<file path="src/rtl/serial_adder.sv">
// rtl/serial_adder.sv - digit-serial adder/subtractor with start/done handshake and overflow flag
module serial_adder #(
  parameter int WIDTH = 8,
  parameter int DIGIT = 1
) (
  input  logic             clk,
  input  logic             rst_n,
  input  logic             start,
  input  logic             sub,
  input  logic [WIDTH-1:0] A,
  input  logic [WIDTH-1:0] B,
  input  logic             Cin,
  output logic             busy,
  output logic             done,
  output logic [WIDTH-1:0] Sum,
  output logic             Cout,
  output logic             Ovf
);

  localparam int N  = WIDTH / DIGIT;
  localparam int CW = (N > 1) ? $clog2(N) : 1;

  generate
    if ((WIDTH < 2) || (DIGIT < 1) || (WIDTH % DIGIT != 0)) begin : g_bad_param
      $error("serial_adder: WIDTH must be >= 2 and a multiple of DIGIT");
    end
  endgenerate

  typedef enum logic {IDLE, RUN} state_t;

  state_t           state;
  state_t           state_next;
  logic [WIDTH-1:0] a_sh;
  logic [WIDTH-1:0] b_sh;
  logic [WIDTH-1:0] res;
  logic [WIDTH-1:0] res_next;
  logic [WIDTH-1:0] s_ext;
  logic             carry;
  logic [CW-1:0]    cnt;
  logic             last;
  logic [DIGIT+1:0] dig;

  // Ripple of DIGIT full-adder cells; returns {carry out, carry into top cell, sum digit}
  function automatic logic [DIGIT+1:0] add_digit(input logic [DIGIT-1:0] a,
                                                  input logic [DIGIT-1:0] b,
                                                  input logic             cin);
    logic [DIGIT:0]   c;
    logic [DIGIT-1:0] s;
    c[0] = cin;
    for (int i = 0; i < DIGIT; i++) begin
      s[i]   = a[i] ^ b[i] ^ c[i];
      c[i+1] = (a[i] & b[i]) | (c[i] & (a[i] ^ b[i]));
    end
    return {c[DIGIT], c[DIGIT-1], s};
  endfunction

  assign busy = (state == RUN);
  assign last = (cnt == CW'(N - 1));

  // Digit add of the current low operand digits, and the result with that digit inserted at the top
  always_comb begin
    s_ext              = '0;
    dig                = add_digit(a_sh[DIGIT-1:0], b_sh[DIGIT-1:0], carry);
    s_ext[DIGIT-1:0]   = dig[DIGIT-1:0];
    res_next           = (res >> DIGIT) | (s_ext << (WIDTH - DIGIT));
  end

  // Next-state: accept start only when idle, return to idle after the last digit
  always_comb begin
    state_next = state;
    case (state)
      IDLE:    if (start) state_next = RUN;
      RUN:     if (last)  state_next = IDLE;
      default: state_next = IDLE;
    endcase
  end

  // State register
  always_ff @(posedge clk or negedge rst_n) begin
    if (!rst_n) state <= IDLE;
    else        state <= state_next;
  end

  // Operand capture, digit shifting, and result/flag update on the completion edge
  always_ff @(posedge clk or negedge rst_n) begin
    if (!rst_n) begin
      a_sh  <= '0;
      b_sh  <= '0;
      res   <= '0;
      carry <= 1'b0;
      cnt   <= '0;
      done  <= 1'b0;
      Sum   <= '0;
      Cout  <= 1'b0;
      Ovf   <= 1'b0;
    end else begin
      done <= 1'b0;
      if (state == IDLE) begin
        if (start) begin
          a_sh  <= A;
          b_sh  <= sub ? ~B : B;
          carry <= sub ? 1'b1 : Cin;
          cnt   <= '0;
        end
      end else begin
        a_sh  <= a_sh >> DIGIT;
        b_sh  <= b_sh >> DIGIT;
        res   <= res_next;
        carry <= dig[DIGIT+1];
        cnt   <= cnt + CW'(1);
        if (last) begin
          Sum  <= res_next;
          Cout <= dig[DIGIT+1];
          Ovf  <= dig[DIGIT+1] ^ dig[DIGIT];
          done <= 1'b1;
        end
      end
    end
  end

endmodule
</file>
<file path="config.mk">
export PLATFORM = sky130hd
export DESIGN_NAME = serial_adder
export DESIGN_NICKNAME = d
export VERILOG_FILES = /design/src/rtl/serial_adder.sv
export SDC_FILE = /design/constraint.sdc
export NUM_CORES = 1
export LEC_CHECK = 0
export BUFFER_PORTS_ARGS = -buffer_cell sky130_fd_sc_hd__buf_2
export CORE_ASPECT_RATIO = 0.8
export CORE_UTILIZATION = 54
export DETAILED_ROUTE_END_ITERATION = 10
export GPL_TIMING_DRIVEN = 0
export HOLD_SLACK_MARGIN = 0.03
export PLACE_DENSITY = 0.75
export SKIP_CTS_REPAIR_TIMING = 1
export SLEW_MARGIN = 40
export SYNTH_ARGS = -nofsm -noshare
export SYNTH_HDL_FRONTEND = slang
export SYNTH_SLANG_ARGS = --single-unit
</file>
<file path="constraint.sdc">
create_clock -name clk -period 1.9 [get_ports clk]
set_input_delay 0.095 -clock clk [delete_from_list [all_inputs] [get_ports clk]]
set_output_delay 0.095 -clock clk [all_outputs]
set_load 0.05 [all_outputs]
</file>
== After elaboration in Yosys (flattened, before gate mapping) ==
Index checks and enable logic that the tools add are counted.
Word-level totals
  register bits after elaboration: 40
  memory bits (writable): 0
  output and inout port bits: 12
  memories: 0
  input bits: 21
  word-level logic and storage cells: 38
  ROM bits: 0
  latch bits: 0
Operators by class
  multiplexer cells: 15
  reductions and logical operators: 2
  div/mod/pow operators: 0
  equal/unequal tests: 1
  order comparisons: 0
  bitwise gates (word level): 9
  $mul: 0
  $add $sub $neg: 1
  shift-type cells: 0
Operators by type and width (number)
  2-to-1 mux 8 bit: 5
  inverter 8 bit: 1
  bitwise OR 7 x 8 -> 8 bit: 1
  2-to-1 mux 1 bit: 7
  2-to-1 mux 3 bit: 2
  adder 3 x 1 -> 3 bit (second input constant): 1
  equality test 3 bit (second input constant): 1
  bitwise XOR 1 bit: 3
  bitwise AND 1 bit: 2
  one-hot mux 1 bit (2 select lines): 1
  AND reduction 2 bit: 1
  nonzero test 2 bit: 1
  inverter 1 bit: 1
  bitwise OR 1 bit: 1

== Longest topological paths before layout ==
Gate-level depths: netlist of the first run.
  depth in word-level cells: 4
  depth in mapped cells: 5
  depth with buffers taken out: 4

== Worst setup path before layout of the first run ==
OpenSTA, ideal clock, no wires.
  path type: register -> register
  from: register state (netlist: busy)
  to: register Cout
  data arrival time: 1.325 ns
  data required time: 1.775 ns
  path slack: 0.451 ns
  buffers on the path: 2
  clock period less this slack: 1.449 ns
  stages on the path, launching flop included: 5
  library setup time: 0.125 ns
  path through: dfrtp_1 > buf_6 > nand2_1 > buf_4 > mux2_2
Between the ends
  word-level cells in the longest chain between the ends: 1
Ends and longest elaborated chain
  start: declaration: line 31  | state_t state;
  start signal: assignment: line 81  | else state <= state_next;
  AND reduction 2 bit (no line)
  end signal: assignment: line 113  | Cout <= dig[DIGIT+1];
  end: declaration: line 16  | output logic Cout,
Every way passes these cells.
A chain may end at the register's enable or synchronous reset.

== Final worst setup path of the first run ==
  from: register cnt[0]
  to: register Sum[1]
Between the ends
  word-level cells in the longest chain between the ends: 2
Ends and longest elaborated chain
  start: declaration: line 39  | logic [CW-1:0] cnt;
  start signal: assignment: line 110  | cnt <= cnt + CW'(1);
  equality test 3 bit: line 58  | assign last = (cnt == CW'(N - 1));
  AND reduction 2 bit (no line)
  end signal: assignment: line 112  | Sum <= res_next;
  end: declaration: line 15  | output logic [WIDTH-1:0] Sum,
Every way passes these cells.

==> metrics, run 1 <==
final setup margin=344.3 ps; Setup Crit Path Kind=reg2reg; Final Skew=6.550 ps; Reg clk slew, reported paths=80 ps; Post-Synth XOR/XNOR Area=4.545%; P_sw=1365 uW; largest family of logic cells by synthesized area=multiplexers; Starting Density=56.62%; Clk network pwr share=22.0%; first-pass GRT wire length=5.464 mm; Compound-Gate Fraction of Synth Area=8.081%; share of the synthesized area in the top cell type=56.28%; Remaining Overflow, GRT=0; post-placement cell count=207; TritonRoute pass-1 iters=4; Seq/Total Area, Yosys=56.28%; antenna cell count=0; DIE WIDTH=65.36 um; min Tclk post-route=1556 ps; Fin. Hold Viols=0; DRC=0; Ports=33; die footprint=0.003443 sq mm; mux cell area share after synthesis=15.66%; Slew @ Worst Pin=493.9 ps; DRT antenna net count=0; post-route setup TNS=0 ps; Post-Route WL=3.437 mm; clk sinks=39; simple-gate area share of the yosys netlist=8.802%; Port-buffer cells=31; CTS Root Cell=clkbuf_8; Clk Latency, worst-skew pair=290 ps; Post-layout nets=199; Synth cell types=25; switching share of power=37.35%; Vias/cell=5.324; die height=52.69 um; Flop pwr share=38.6%; via count=1150; syn_area_per_cell=12.75 sq um; crit path max fanout=10; routability cong.=0.7407; RSZ-0062 raised after global routing=false; row count=18; Num CTS Buffers=5; crit path DAT=1720 ps; worst slack, placed=344.8 ps; Fillers=246; layout cells sized above 1=36.93%; detailed placer's ending HPWL=2.440 mm; Synthesized Nets=160; Setup crit end kind=register; maxcap violations=0; initial antenna violation count=0; pwr dens=1753 mW/mm^2; Int Power=2289 uW; vias in the first global route=1123; CTS tree=yes; Layout area overhead=20.20%; largest net degree at the start of global routing=40; total global-route track usage=22.11%; worst vdd ir=1.018 mV; cell taking the most area after synthesis=dfrtp_1; crit start category=register; maximum clock frequency=642.8 MHz; final setup fails=0; yosys warns=0; top cells by area, synth=dfrtp_1 (56%), mux2_2 (11%), mux2i_1 (4.6%), nand2_1 (3.0%), or3b_1 (3.0%); Comb power frac=39.3%; H-Tree Depth=2; Mapped Area=0.001734 sq mm; DR iter-0 viols=121; Post-Synthesis Cells=136; Routed wire per std cell=15.91 um; area of the core=0.003063 sq mm; Pleak=0.0009929 uW; post-route insts no fill=216; count of pins over their slew limit=0; clock buffer depth=2; #FFs+latches synth=39; Critical Path RT=2070 ps; HP Class=in2reg; status=finished clean; Slew HR=67.07%; Synth Area in Adders=2.597%; final worst-path cycle share=81.88%
[worst max-delay path, stage by stage, from the launching register on]
cell     delay, ps
dfrtp_1        400
ha_1           210
ha_1           190
nand2_1        100
buf_4          190
mux2_2         350
[power groups by stage]
| stage | clock network [uW] | logic [uW] | registers (uW) |
|---|---|---|---|
| CTS | 816 | 1450 | 1410 |
| global placement | 0 | 1360 | 1400 |
| finish | 806 | 1440 | 1410 |
| detailed placement | 0 | 1450 | 1420 |
| floorplan | 0 | 706 | 1770 |
| global route | 852 | 1550 | 1460 |
[cell usage in the layout, fill, tap and decap left out]
| master | instances |
|---|---|
| o21ai_0 | 9 |
| dfrtp_1 | 39 |
| clkbuf_8 | 5 |
| and2_0 | 2 |
| dlygate4sd3_1 | 1 |
| buf_4 | 3 |
| o211ai_2 | 1 |
| mux2_2 | 17 |
| nor3b_1 | 1 |
| buf_2 | 35 |
| ha_1 | 2 |
| mux2i_1 | 8 |
| a22o_1 | 2 |
| fa_1 | 1 |
| inv_1 | 2 |
| nor2b_1 | 1 |
| buf_6 | 2 |
| xor2_1 | 3 |
| a221o_1 | 2 |
| clkbuf_1 | 1 |
| a211oi_1 | 1 |
| nor2_1 | 4 |
| nand2_1 | 14 |
| xnor2_1 | 6 |
| nand2b_1 | 1 |
| o211ai_1 | 4 |
| bufinv_16 | 2 |
| o31ai_1 | 1 |
| or3b_1 | 6 |
[cells in the mapped netlist, drive strengths merged]
cell type,number
a211oi,1
a221o,2
a22o,2
and2,2
buf,9
dfrtp,39
fa,1
ha,2
inv,2
mux2,17
mux2i,8
nand2,14
nand2b,1
nor2,4
nor2b,1
nor3b,1
o211ai,5
o21ai,9
o31ai,1
or3b,6
xnor2,6
xor2,3
[cell families after synthesis]
group                    after synthesis
buffers and inverters                 11
XOR/XNOR                               9
multiplexers                          25
AO/OA/AOI/OAI                         20
flip-flops                            39
AND/OR/NAND/NOR                       29
adder cells (fa/ha/maj)                3
[final timing paths]
kind | cells after the start | end | start | slack (ps)
min reg2reg | 2 | a_sh[1] | a_sh[2] | 500
max reg2reg | 5 | Sum[1] | cnt[0] | 340
min | 3 | a_sh[7] | A[7] | 60
min in group asynchronous | 2 | Sum[6] | rst_n | 310
max in group asynchronous | 2 | Sum[0] | rst_n | 1240
max | 5 | Sum[1] | cnt[0] | 340
[layer usage]
layer | vias to the layer above | global-route usage (%) | part of all wire (%)
met5 | - | 0 | 0
met4 | 0 | 6.522 | 0.44
met3 | 4 | 5.217 | 3.2
met2 | 19 | 37.11 | 51
met1 | 578 | 28.55 | 45
li1 | 549 | - | -
[layout make-up]
cell class / count / area [sq um] / share of cell area, %
Timing Repair Buffer: 32 / 167.7 / 8.043
Tap cell: 40 / 50.05 / 2.401
Clock inverter: 2 / 60.06 / 2.881
Sequential cell: 39 / 975.9 / 46.82
Buffer: 9 / 62.56 / 3.001
Inverter: 2 / 7.507 / 0.3601
Multi-Input combinational cell: 86 / 688.2 / 33.01
Clock buffer: 6 / 72.57 / 3.481
[registers in the layout, indices dropped and copies added (netlist names)]
| signal | flops |
|---|---|
| Sum | 8 |
| a_sh | 8 |
| b_sh | 8 |
| res | 7 |
| cnt | 3 |
| Cout | 1 |
| Ovf | 1 |
| busy | 1 |
| carry | 1 |
| done | 1 |
[per-stage QoR]
step | power, uW | instance area [sq um] | hold slack [ps] | util (%)
2_1_floorplan | 2478 | 1734 | -200.6 | -
3_3_place_gp | 2760 | 1939 | 231.8 | 63.32
3_5_place_dp | 2870 | 1939 | 253.0 | 63.32
4_1_cts | 3681 | 2072 | -52.42 | 67.65
5_1_grt | 3855 | 2085 | 68.88 | 68.06
6_report | 3654 | 2085 | 60.97 | 68.06
(Power assumes the default switching activity.)
==> run 2, diff against run 1 <==
Settings changed: CORE_UTILIZATION 54 to 49, PLACE_DENSITY 0.75 to 0.72.
Clock period 1.9 ns to 1.3 ns, I/O delays scaled along.
==> metrics, run 2 (synthesized netlist as in run 1, its figures left out) <==
layout cells sized above 1=41.57% (+4.6 points); vias in the first global route=1201 (+6.9%); Setup Crit Path Kind=reg2reg; post-route setup TNS=-1138 ps (-1138 ps); Clk Latency, worst-skew pair=300 ps (about the same); Reg2Reg Depth=5 (unchanged); Hold Crit Depth=3 (unchanged); failing checks=setup timing; worst vdd ir=1.335 mV (+31%); CTS Root Cell=clkbuf_8; CTS tree=yes; Largest stage delay, worst path=410 ps (about the same); Final Skew=8.825 ps (+2.275 ps); Largest regs=Sum: 8 flops, a_sh: 8 flops, b_sh: 8 flops; detailed placer's ending HPWL=2.258 mm (-7.5%); count of pins over their slew limit=0 (unchanged); DRC=0 (unchanged); routability cong.=0.7470 (+0.85%); Slew HR=67.91% (+0.84 points); first-pass GRT wire length=5.533 mm (+1.3%); die footprint=0.003782 sq mm (+9.8%); Fin. Hold Viols=0 (unchanged); Post-Route WL=3.407 mm (-0.87%); via count=1179 (+2.5%); Post-layout nets=201 (+1.0%); status=finished, violations left; Critical Path RT=1480 ps (-590 ps); final setup fails=10 (+10); final setup margin=-135.6 ps (-479.9 ps); Starting Density=53.85% (-2.8 points); Pwr Total=5199 uW (+42%); crit path max fanout=5 (-5); maximum clock frequency=696.6 MHz (+8.4%); antenna cell count=0 (unchanged); die height=55.21 um (+4.8%); Hold WS=32.27 ps (-28.71 ps); initial antenna violation count=0 (unchanged); Setup crit end kind=register; Vias/cell=5.408 (+1.6%); RSZ-0062 raised after global routing=true; clk sinks=39 (unchanged); HP Class=in2reg; Ports=33 (unchanged); maxcap violations=0 (unchanged); H-Tree Depth=2 (unchanged); slowest cell on the critical path=dfrtp_1; largest net degree at the start of global routing=40 (unchanged); Remaining Overflow, GRT=0 (unchanged); total global-route track usage=20.35% (-1.8 points); crit start category=register; Slew @ Worst Pin=481.3 ps (-12.65 ps); TritonRoute pass-1 iters=4 (unchanged); crit path DAT=1610 ps (-110 ps); Num CTS Buffers=5 (unchanged); pwr dens=2423 mW/mm^2 (+38%); min Tclk post-route=1436 ps (-120.1 ps); Port-buffer cells=31 (unchanged); Layout area overhead=23.74%; most frequent cells in the layout=dfrtp_1 (38), buf_2 (34), nand2_1 (13), o21ai_0 (9), mux2_4 (9); Routed wire per std cell=15.63 um (-1.8%); clock buffer depth=2 (unchanged); Pleak=0.001049 uW (+5.7%); DIE WIDTH=68.51 um (+4.8%); most common cell after layout, fill and taps aside=dfrtp_1; final worst-path cycle share=110.4% (+29 points); area of the core=0.003221 sq mm (+5.1%); critical path, cell by cell=ha_2, ha_4, nand2_4, clkbuf_16, mux2_4; DRT antenna net count=0 (unchanged); Reg clk slew, reported paths=80 ps (about the same); DR iter-0 viols=50 (-59%); row count=18 (unchanged)
run 2: through the flow:
stage / area (sq um) / cells / utilization, % / setup WS [ps]
after floorplan: 1804 / 136 / - / -20.47
after detailed placement: 2009 / 207 / 62.39 / -105.8
after global placement: 2009 / 207 / 62.39 / -70.61
after global routing: 2146 / 218 / 66.63 / -154.5
after CTS: 2093 / 215 / 65.00 / -130.2
final: 2146 / 218 / 66.63 / -135.6
run 2: final cells by class:
| type | instances | area [sq um] |
|---|---|---|
| fill | 238 | 1075 |
| sequential | 39 | 977.2 |
| multi-input combinational | 86 | 749.5 |
| timing repair buffer | 34 | 200.2 |
| buffer | 9 | 77.57 |
| clock buffer | 5 | 68.82 |
| tap | 40 | 50.05 |
| clock inverter | 3 | 15.01 |
| inverter | 2 | 7.507 |
run 2: metal layers:
| metal | track usage (%) | up-vias | share of wire [%] |
|---|---|---|---|
| li1 | - | 562 | - |
| met1 | 26.81 | 586 | 47 |
| met2 | 30.95 | 23 | 48 |
| met3 | 4.959 | 8 | 3.6 |
| met4 | 9.821 | 0 | 1.8 |
| met5 | 0 | - | 0 |
run 2: worst paths after layout:
kind,start,endpoint,slack (ps)
max,cnt[1],Sum[3],-140
min,A[7],a_sh[7],30
max reg2reg,cnt[1],Sum[3],-140
min reg2reg,a_sh[4],a_sh[3],490
max in group asynchronous,rst_n,busy,670
min in group asynchronous,rst_n,b_sh[2],260
run 2: worst max-delay path: cells and delay by family (launching register included):
kind / cells / cell delay (ps)
adder cells (fa/ha/maj): 2 / 380
flip-flops: 1 / 410
buffers and inverters: 1 / 150
multiplexers: 1 / 290
AND/OR/NAND/NOR: 1 / 90
run 2: power breakdown:
| part | switching, uW | internal (uW) | leakage [uW] | total, uW |
|---|---|---|---|---|
| clock | 427 | 367 | 0.0000477 | 794 |
| combinational | 1300 | 1010 | 0.000520 | 2310 |
| sequential | 338 | 1750 | 0.000482 | 2090 |
| total | 2070 | 3130 | 0.00105 | 5200 |
==> run 3, diff against run 2 <==
Settings changed: MAX_ROUTING_LAYER set to met4.
==> metrics, run 3 (synthesized netlist as in run 1, its figures left out) <==
via count=1175 (-0.34%); Remaining Overflow, GRT=0 (unchanged); Layout area overhead=23.74% (unchanged); Num CTS Buffers=5 (unchanged); Pleak=0.001049 uW (unchanged); Setup crit end kind=register; DIE WIDTH=68.51 um (unchanged); routability cong.=0.7565 (+1.3%); Hold WS=31.52 ps (-0.7440 ps); detailed placer's ending HPWL=2.258 mm (unchanged); Post-layout nets=201 (unchanged); crit path DAT=1610 ps (about the same); Crit. path cell count=5 (unchanged); maximum clock frequency=695.6 MHz (-0.14%); Slew HR=68.15% (+0.24 points); Setup crit start=cnt[1]; clk sinks=39 (unchanged); Vias/cell=5.390 (-0.34%); H-Tree Depth=2 (unchanged); Ports=33 (unchanged); Starting Density=53.85% (unchanged); clock buffer depth=2 (unchanged); final setup fails=10 (unchanged); DR iter-0 viols=66 (+32%); Clk Latency, worst-skew pair=300 ps (about the same); Final Skew=8.265 ps (-0.5600 ps); CTS tree=yes; Reg2Reg Depth=5 (unchanged); DRC=0 (unchanged); Fin. Hold Viols=0 (unchanged); most frequent cells in the layout=dfrtp_1 (38), buf_2 (34), nand2_1 (13), o21ai_0 (9), mux2_4 (9); RR Endpoint=Sum[3]; min Tclk post-route=1438 ps (+1.970 ps); cell family with the largest share of critical-path delay=flip-flops; Critical Path RT=1480 ps (about the same); row count=18 (unchanged); final worst-path cycle share=110.6% (+0.15 points); critical path, cell by cell=ha_2, ha_4, nand2_4, clkbuf_16, mux2_4; CTS Root Cell=clkbuf_8; Largest regs=Sum: 8 flops, a_sh: 8 flops, b_sh: 8 flops; Routed wire per std cell=15.59 um (-0.23%); Setup Crit Path Kind=reg2reg; status=finished, violations left; Setup crit end=Sum[3]; failing checks=setup timing; die footprint=0.003782 sq mm (unchanged); initial antenna violation count=0 (unchanged); die height=55.21 um (unchanged); first-pass GRT wire length=5.533 mm (unchanged); Post-Route WL=3.399 mm (-0.23%); total global-route track usage=20.88% (+0.53 points); RR Startpoint=cnt[1]; worst vdd ir=1.332 mV (-0.25%); most common cell after layout, fill and taps aside=dfrtp_1; crit start category=register; Port-buffer cells=31 (unchanged); slowest cell on the critical path=dfrtp_1; Pwr Total=5199 uW (about the same); maxcap violations=0 (unchanged); DRT antenna net count=0 (unchanged); pwr dens=2423 mW/mm^2 (about the same); RSZ-0062 raised after global routing=true; HP Class=in2reg; Hold Startpoint=A[7]; vias in the first global route=1198 (-0.25%); Reg clk slew, reported paths=80 ps (about the same); Largest stage delay, worst path=410 ps (about the same); largest net degree at the start of global routing=40 (unchanged); layout cells sized above 1=41.57% (unchanged); final setup margin=-137.5 ps (-1.970 ps); crit path max fanout=5 (unchanged); Reg2Reg Setup Slack=-140 ps (about the same); count of pins over their slew limit=0 (unchanged); antenna cell count=0 (unchanged); area of the core=0.003221 sq mm (unchanged); TritonRoute pass-1 iters=4 (unchanged); CP Buf/Inv Count=1 (unchanged); Slew @ Worst Pin=477.7 ps (-3.581 ps)
==> run 3: cell counts in the layout (fill, tap and decap cells not counted) <==
Identical to the previous run, type by type.
==> run 3: area by class of cell <==
type / instances / area, sq um
multi-input combinational: 86 / 749.5
fill: 238 / 1075
tap: 40 / 50.05
inverter: 2 / 7.507
timing repair buffer: 34 / 200.2
sequential: 39 / 977.2
clock buffer: 5 / 68.82
clock inverter: 3 / 15.01
buffer: 9 / 77.57
==> run 3: through the flow <==
stage	util, %	TNS (ps)	setup slack [ps]	instances	cell area, sq um
2_1_floorplan	-	-184.2	-20.47	136	1804
3_3_place_gp	62.39	-611.9	-70.61	207	2009
3_5_place_dp	62.39	-880.6	-105.8	207	2009
4_1_cts	65.00	-1093	-130.2	215	2093
5_1_grt	66.63	-1403	-154.5	218	2146
6_report	66.63	-1147	-137.5	218	2146
==> run 3: worst register-to-register path, delay by kind of cell, from the launching register on <==
family	cells	cell delay (ps)
simple gates	1	90
buf+inv	1	150
mux	1	290
flops	1	410
fa+ha+maj	2	380
==> run 3: power breakdown <==
group,switching [uW],internal (uW)
Combinational,1300,1010
Clock,427,367
Sequential,338,1750
Total,2070,3130
==> run 3: worst min-delay path by stage <==
stage / cells after the start / endpoint / slack (ps)
2_1_floorplan: 0 / Cout / -230
3_3_place_gp: 1 / b_sh[4] / 200
3_5_place_dp: 1 / b_sh[2] / 220
4_1_cts: 1 / b_sh[2] / -100
5_1_grt: 3 / a_sh[7] / 70
6_report: 3 / a_sh[7] / 30
==> run 3: layer usage <==
metal / up-vias / share of wire, % / track usage [%]
met5: - / 0 / -
met4: 0 / 1.9 / 9.821
met3: 8 / 3.6 / 4.959
met2: 23 / 48 / 30.95
met1: 583 / 47 / 26.68
li1: 561 / - / -
